### config.mk
export PLATFORM = sky130hd
export DESIGN_NAME = serial_frame_rx
export DESIGN_NICKNAME = d
export VERILOG_FILES = /design/src/rtl/serial_frame_pkg.sv /design/src/rtl/sipo_shreg.sv /design/src/rtl/serial_frame_rx.sv
export SDC_FILE = /design/constraint.sdc
export NUM_CORES = 1
export LEC_CHECK = 0
export BUFFER_PORTS_ARGS = -buffer_cell sky130_fd_sc_hd__buf_2
export CORE_MARGIN = 10
export CORE_UTILIZATION = 30
export CTS_CLUSTER_DIAMETER = 50
export DETAILED_ROUTE_END_ITERATION = 10
export PLACE_DENSITY = 0.54
export SLEW_MARGIN = 20
export SYNTH_ARGS = -nofsm -noshare
export SYNTH_HDL_FRONTEND = slang
export SYNTH_SLANG_ARGS = --single-unit
### constraint.sdc
create_clock -name clk -period 1.95 [get_ports clk]
set_clock_uncertainty 0.2 [all_clocks]
set_input_delay 0.585 -clock clk [delete_from_list [all_inputs] [get_ports clk]]
set_output_delay 0.585 -clock clk [all_outputs]
set_load 0.01 [all_outputs]
### src/rtl/serial_frame_pkg.sv
// Shared definitions for the framed serial receive path:
// FSM state encoding and serial-line frame polarity.
package serial_frame_pkg;

    typedef enum logic [1:0] {
        IDLE   = 2'd0,
        DATA   = 2'd1,
        PARITY = 2'd2,
        STOP   = 2'd3
    } state_t;

    localparam logic START_BIT = 1'b1;
    localparam logic STOP_BIT  = 1'b0;

endpackage

### src/rtl/sipo_shreg.sv
// Serial-in parallel-out shift register; LSB-first, so new bits enter at the MSB
// and the first bit received ends up in bit 0 after WIDTH shifts.
module sipo_shreg #(
    parameter int unsigned WIDTH = 8
) (
    input  logic             clk,
    input  logic             rst,
    input  logic             en,
    input  logic             sin,
    output logic [WIDTH-1:0] q
);

    always_ff @(posedge clk or posedge rst) begin
        if (rst) begin
            q <= '0;
        end else if (en) begin
            q <= {sin, q[WIDTH-1:1]};
        end
    end

endmodule

### src/rtl/serial_frame_rx.sv
// Framed serial receiver: start bit, WIDTH data bits LSB first, even parity, stop bit,
// delivered on a valid/ready port with parity, framing and overrun error pulses.
module serial_frame_rx
    import serial_frame_pkg::*;
#(
    parameter int unsigned WIDTH = 8
) (
    input  logic             clk,
    input  logic             rst,
    input  logic             sin,
    output logic [WIDTH-1:0] dout,
    output logic             dout_valid,
    input  logic             dout_ready,
    output logic             parity_err,
    output logic             frame_err,
    output logic             overrun
);

    localparam int unsigned CW = $clog2(WIDTH + 1);

    state_t           state_q, state_d;
    logic [CW-1:0]    cnt_q, cnt_d;
    logic             par_q, par_d;
    logic             pbit_q, pbit_d;
    logic [WIDTH-1:0] dout_q, dout_d;
    logic             valid_q, valid_d;
    logic             perr_q, perr_d;
    logic             ferr_q, ferr_d;
    logic             ovr_q, ovr_d;
    logic             shift_en;
    logic             accept;
    logic [WIDTH-1:0] word;

    sipo_shreg #(
        .WIDTH (WIDTH)
    ) u_shreg (
        .clk (clk),
        .rst (rst),
        .en  (shift_en),
        .sin (sin),
        .q   (word)
    );

    always_ff @(posedge clk or posedge rst) begin
        if (rst) begin
            state_q <= IDLE;
            cnt_q   <= '0;
            par_q   <= 1'b0;
            pbit_q  <= 1'b0;
            dout_q  <= '0;
            valid_q <= 1'b0;
            perr_q  <= 1'b0;
            ferr_q  <= 1'b0;
            ovr_q   <= 1'b0;
        end else begin
            state_q <= state_d;
            cnt_q   <= cnt_d;
            par_q   <= par_d;
            pbit_q  <= pbit_d;
            dout_q  <= dout_d;
            valid_q <= valid_d;
            perr_q  <= perr_d;
            ferr_q  <= ferr_d;
            ovr_q   <= ovr_d;
        end
    end

    always_comb begin
        state_d  = state_q;
        cnt_d    = cnt_q;
        par_d    = par_q;
        pbit_d   = pbit_q;
        dout_d   = dout_q;
        valid_d  = valid_q;
        perr_d   = 1'b0;
        ferr_d   = 1'b0;
        ovr_d    = 1'b0;
        shift_en = 1'b0;

        accept = valid_q && dout_ready;
        if (accept) begin
            valid_d = 1'b0;
        end

        unique case (state_q)
            IDLE: begin
                if (sin == START_BIT) begin
                    state_d = DATA;
                    cnt_d   = '0;
                    par_d   = 1'b0;
                end
            end
            DATA: begin
                shift_en = 1'b1;
                cnt_d    = cnt_q + CW'(1);
                par_d    = par_q ^ sin;
                if (cnt_q == CW'(WIDTH - 1)) begin
                    state_d = PARITY;
                end
            end
            PARITY: begin
                pbit_d  = sin;
                state_d = STOP;
            end
            STOP: begin
                // A bad stop bit is not reused as a start bit: always back to IDLE.
                state_d = IDLE;
                if (sin != STOP_BIT) begin
                    ferr_d = 1'b1;
                end else if (pbit_q != par_q) begin
                    perr_d = 1'b1;
                end else if (!valid_q || accept) begin
                    dout_d  = word;
                    valid_d = 1'b1;
                end else begin
                    ovr_d = 1'b1;
                end
            end
            default: state_d = IDLE;
        endcase
    end

    assign dout       = dout_q;
    assign dout_valid = valid_q;
    assign parity_err = perr_q;
    assign frame_err  = ferr_q;
    assign overrun    = ovr_q;

endmodule

---- Word level (Yosys, flattened, before mapping) ----
Cells that the tools add are included.
operators by class
  shift operators ......................... 0
  $lt $le $gt $ge ......................... 0
  muxes and demuxes ....................... 22
  bitwise gates (word level) .............. 3
  $add $sub $neg .......................... 1
  divide/modulo/power cells ............... 0
  equality and inequality tests ........... 7
  reductions and logical operators ........ 8
  multipliers ............................. 0
operator list
  kind                   count
  $mux W1                16
  $pmux W2 S4            1
  $pmux W4 S2            1
  $add A4 B1 Y4 const B  1
  $eq A2 B2 Y1 const B   2
  $eq A4 B3 Y1 const B   1
  $mux W2                2
  $mux W4                1
  $ne A2 B2 Y1 const B   2
  $reduce_and A2 Y1      2
  $reduce_and A4 Y1      1
  $eq A2 B1 Y1 const B   1
  $logic_not A2 Y1       1
  $not A1 Y1             2
  $pmux W1 S2            1
  $reduce_bool A2 Y1     1
  $logic_and A1 B1 Y1    1
  $logic_not A1 Y1       1
  $logic_or A1 B1 Y1     1
  $ne A1 B1 Y1           1
  $xor A1 B1 Y1          1
storage, ports and cells
  memories ................................ 0
  ROM bits ................................ 0
  RAM bits ................................ 0
  bits in registers ....................... 28
  output and inout port bits .............. 12
  bits of input ports ..................... 4
  bits in latches ......................... 0

---- Depth between registers and ports, before layout ----
  depth in word-level cells ............... 6
  gate-level depth with buffers ........... 7

---- Modules after synthesis ----
A second synthesis with hierarchy kept.
second synthesis, totals
  cells, all modules ...................... 96
  area total of the unflattened synthesis .. 1306.3 um^2
by module, submodules not included
  module           times used  seq. area each (um^2)  cells an instance  area each (um^2)
  serial_frame_rx  1           500.5                  78                 970.9
  sipo_shreg       1           200.2                  18                 335.3

---- Worst setup path before layout ----
No wires, ideal clock.
  path type ............................... flip-flop to flip-flop
  start point ............................. register state_q[0]
  end point ............................... register state_q[1]
  setup time .............................. 0.125 ns
  clock period less this slack ............ 1.627 ns
  stages on the path, launching flop included .. 6
  buffers on the path ..................... 0
  slack ................................... 0.323 ns
  arrival time ............................ 1.303 ns
  cell sequence ........................... dfrtp_1 inv_1 ha_1 nor2b_1 a21oi_1 mux2_2
between the ends
  cells in the longest elaborated chain, start to end .. 3
  elaborated cells on any way between the ends .. 8
  those cells by class .................... eq/ne (5); mux (1); reduce/logical (2)
ends and longest elaborated chain
  element                                           RTL line               text
  start, declared                                   serial_frame_rx.sv:21  state_t state_q, state_d;
  start signal, assigned                            serial_frame_rx.sv:56  state_q <= state_d;
  $eq A2 B1 Y1 or $logic_not A2 Y1 (tied branches)  serial_frame_rx.sv:85  unique case (state_q)
  $ne A2 B2 Y1 (no source line)                     --
  $reduce_and A2 Y1 (no source line)                --
Several ways; a longest one is shown, not always the timed one.
A chain may end at the register's enable or synchronous reset.

---- Final worst setup path ----
Same ends and word-level chain as after synthesis.

==> impl_summary.md <==
Power
Overall power consumption after layout is estimated at 2.37 mW. The power share of the clock group is 0.192. The internal portion of the total power is 1.61 mW. The analysis attributes to cell leakage a power of 0.673 nW. Of the total power, registers draw 0.427. The power density relative to cell area is 1660 nW/um^2.

VDD sags by at most 0.401 mV. The power share of the combinational group is 0.381. Of the total power, the share spent switching nets is 0.320.

The switching power of the nets is 0.759 mW.

Timing
The routed design could run at a clock period as short as 1780 ps. The worst hold slack is 151 ps. The count of final max-slew check failures is 0. In this run the tightest slew margin relative to its limit is 0.764.

The portion of the clock cycle consumed by the worst path in the final layout is 0.914. The achievable clock frequency is 561 MHz. The slew at the pin closest to its max-slew limit is 344 ps. In the post-route analysis, the smallest setup slack over all paths is 168 ps.

Setup violations remaining at the end of the flow were counted as 0. The setup TNS is 0 ps. Setup repair after global routing left no endpoint under its margin. The hold violation total from the final report came to 0.

Critical path
On the critical path, the stage with the largest delay is an instance of sky130_fd_sc_hd__dfrtp_1. Of all nets on the critical path, the largest fanout is 5. For the worst setup path, the data arrival time is 1740 ps. Broken down by cell family, the worst path's largest delay share belongs to flip-flops.

STA classifies the critical path endpoint as a register. The required arrival time at the worst endpoint is 1910 ps. In this design, the stage delay of the slowest critical-path cell is 410 ps. The setup path with the least slack is of type reg -> reg. Together, buffers and inverters on the worst path number 1. Walking the worst path, the cells encountered are inv_1, ha_1, nor2b_1, a21oi_1, mux2_2. The worst setup path is launched from a register.

Global routing
Entering global routing, the biggest net connects 29 pins. The via count of the first global-routing pass came to 737. The total overflow reported by the global router is 0. Across every metal layer, demand over resource in global routing totals 0.0595.

The global-route wire length before repair is 3520 um. The number of antenna violations at the first check in global routing was 0.

Detailed routing
The number of vias per cell is 4.56. The total detailed-routing wirelength is 2000 um. In the routed design, unresolved DRC markers number 0. The detailed router finished its first iteration with 46 violations. The total via count after detailed routing is 725.

The first-pass iteration count of the detailed router is 4. The remaining antenna violation count after routing is 0. In the final routed layout, each cell accounts on average for 12.6 um.

Synth
Synthesis handed over a netlist of 91 instances. The share of the synthesized area in the top cell type is 0.581. The post-synthesis sequential area ratio is 0.581. The number of warnings reported in the yosys synthesis log is 0. For this run, the leading register cell type out of synthesis is sky130_fd_sc_hd__dfrtp_1. The cell area that synthesis handed to floorplanning was 1210 sq um.

The distinct cell type count after synthesis is 23. The post-synth net total is 100. The top cell type by total area after synthesis is sky130_fd_sc_hd__dfrtp_1. The number of flops mapped to enable cells by yosys is 0. The number of register bits inferred by synthesis is 28. By area the synthesized netlist is led by sky130_fd_sc_hd__dfrtp_1, sky130_fd_sc_hd__mux2_2, sky130_fd_sc_hd__ha_1. The fraction of synthesis flops using an asynchronous set or reset pin is 1.00.

The average cell area after synthesis is 13.3 sq um.

Cells and area
Of the cells placed in the final design, the portion with a size suffix greater than 1 is 0.387. In the layout the commonest cells are sky130_fd_sc_hd__dfrtp_1, sky130_fd_sc_hd__mux2_2, sky130_fd_sc_hd__buf_2. The number of diodes is 0. The library cell used most frequently in the layout, excluding fill and tap cells, is sky130_fd_sc_hd__dfrtp_1. For this run, the post-layout net count is 121.

The number of cells in the finished layout apart from fillers is 159. The finished layout cell area is 1430 sq um. The relative area change from synthesis to final layout is 18.2%. Once layout is complete, the utilization of the core stands at 0.378.

Place
The congestion estimate from routability-driven global placement came to 0.686. The count of placed standard cells including taps is 155. The placed instances occupy a cell area of 1350 sq um. The worst setup slack after placement is 189 ps. The sum of net half-perimeters after detailed placement is 1510 um. The number of buffers added on ports is 15.

Floorplan
The area of the die is 6960 sq um. The number of cell rows is 22. 16 I/O pins were placed. The floorplan step set the die height to 83.4 um. From left edge to right edge, the die measures 83.4 um. The effective utilization at floorplan is 0.320. The core outline area is 3770 sq um.

Clocking
The maximum buffer depth of the clock tree is 2. At the later pin of the worst-skew pair, clock insertion delay measures 270 ps. CTS built an H-tree with a depth of 1. After clock tree synthesis, the clock-pin slew on the worst setup and hold paths is 100 ps. The TritonCTS clock tree is built.

The CTS buffer count is 3. The post-cts repair resize count is 0. CTS placed an instance of sky130_fd_sc_hd__clkbuf_8 at the clock tree root. The number of buffers added for setup after CTS is 0. The hold buffer count at cts is 0.

The clock net in this run drives a total of 28 sinks.

Run
The max capacitance violation total is 0.

Worst hold path
The type of the most critical hold path is in -> async.

Status
The run finished with clean final reports.
[cell type report]
cell class | count | area (sq um)
Inverter | 4 | 15.0
Tap cell | 48 | 60.1
Fill cell | 374 | 2350
Timing Repair Buffer | 18 | 97.6
Clock buffer | 3 | 41.3
Multi-Input combinational cell | 57 | 480
Clock inverter | 1 | 30.0
Sequential cell | 28 | 701
[power groups by stage]
stage               combinational [mW]  sequential (mW)  clock, mW
global placement                 0.900             1.01          0
detailed placement               0.924             1.03          0
finish                           0.902             1.01      0.455
CTS                              0.928             1.02      0.468
global route                      1.02             1.06      0.488
floorplan                        0.627             1.04          0
[worst register-to-register path, cell delays in order, from the launching register on]
cell	delay (ps)
sky130_fd_sc_hd__dfrtp_1	410
sky130_fd_sc_hd__inv_1	90
sky130_fd_sc_hd__ha_1	270
sky130_fd_sc_hd__nor2b_1	170
sky130_fd_sc_hd__a21oi_1	180
sky130_fd_sc_hd__mux2_2	360
[Yosys cell counts, types with 2 or more instances]
master / n
sky130_fd_sc_hd__dfrtp_1: 28
sky130_fd_sc_hd__mux2_2: 17
sky130_fd_sc_hd__nand2_1: 8
sky130_fd_sc_hd__ha_1: 5
sky130_fd_sc_hd__o21ai_0: 5
sky130_fd_sc_hd__inv_1: 4
sky130_fd_sc_hd__nand2b_1: 4
sky130_fd_sc_hd__buf_2: 2
sky130_fd_sc_hd__nand3_1: 2
sky130_fd_sc_hd__nand3b_1: 2
sky130_fd_sc_hd__nor2_1: 2
[path summary, 6_finish.rpt]
check                                        from                       end  slack (ps)  depth (start not counted)
setup / recovery           state_q[0]$_DFFE_PP0P_    state_q[1]$_DFFE_PP0P_         170                          5
hold / removal                                rst  u_shreg.q[4]$_DFFE_PP0N_         150                          3
setup reg to reg           state_q[0]$_DFFE_PP0P_    state_q[1]$_DFFE_PP0P_         170                          5
hold reg to reg               dout[4]$_DFFE_PP0P_       dout[4]$_DFFE_PP0P_         310                          1
max in group asynchronous                     rst         par_q$_DFFE_PP0P_        1140                          3
min in group clk              dout[4]$_DFFE_PP0P_       dout[4]$_DFFE_PP0P_         310                          1
[sequential cells by signal (all words and copies together) (netlist names), 2 cells and up]
signal / count
cnt_q: 4
u_shreg.q: 8
dout: 8
state_q: 2
[metal layers]
metal	track usage	routed length (um)	vias up
met5	0	0	-
met4	0.0231	14	0
met3	0.0225	109	2
met2	0.0908	1030	10
met1	0.0736	851	363
li1	-	-	350
[cell families (layout without fill, tap and decap cells)]
family,Yosys count,after routing,share of synthesized area
flip-flops,28,28,0.581
AND/OR/NAND/NOR,23,23,0.112
multiplexers,18,18,0.167
AO/OA/AOI/OAI,10,10,0.0539
buffers and inverters,6,26,0.0207
adder cells (fa/ha/maj),5,5,0.0519
XOR/XNOR,1,1,0.0135
Power figures use the tool's default switching activity.
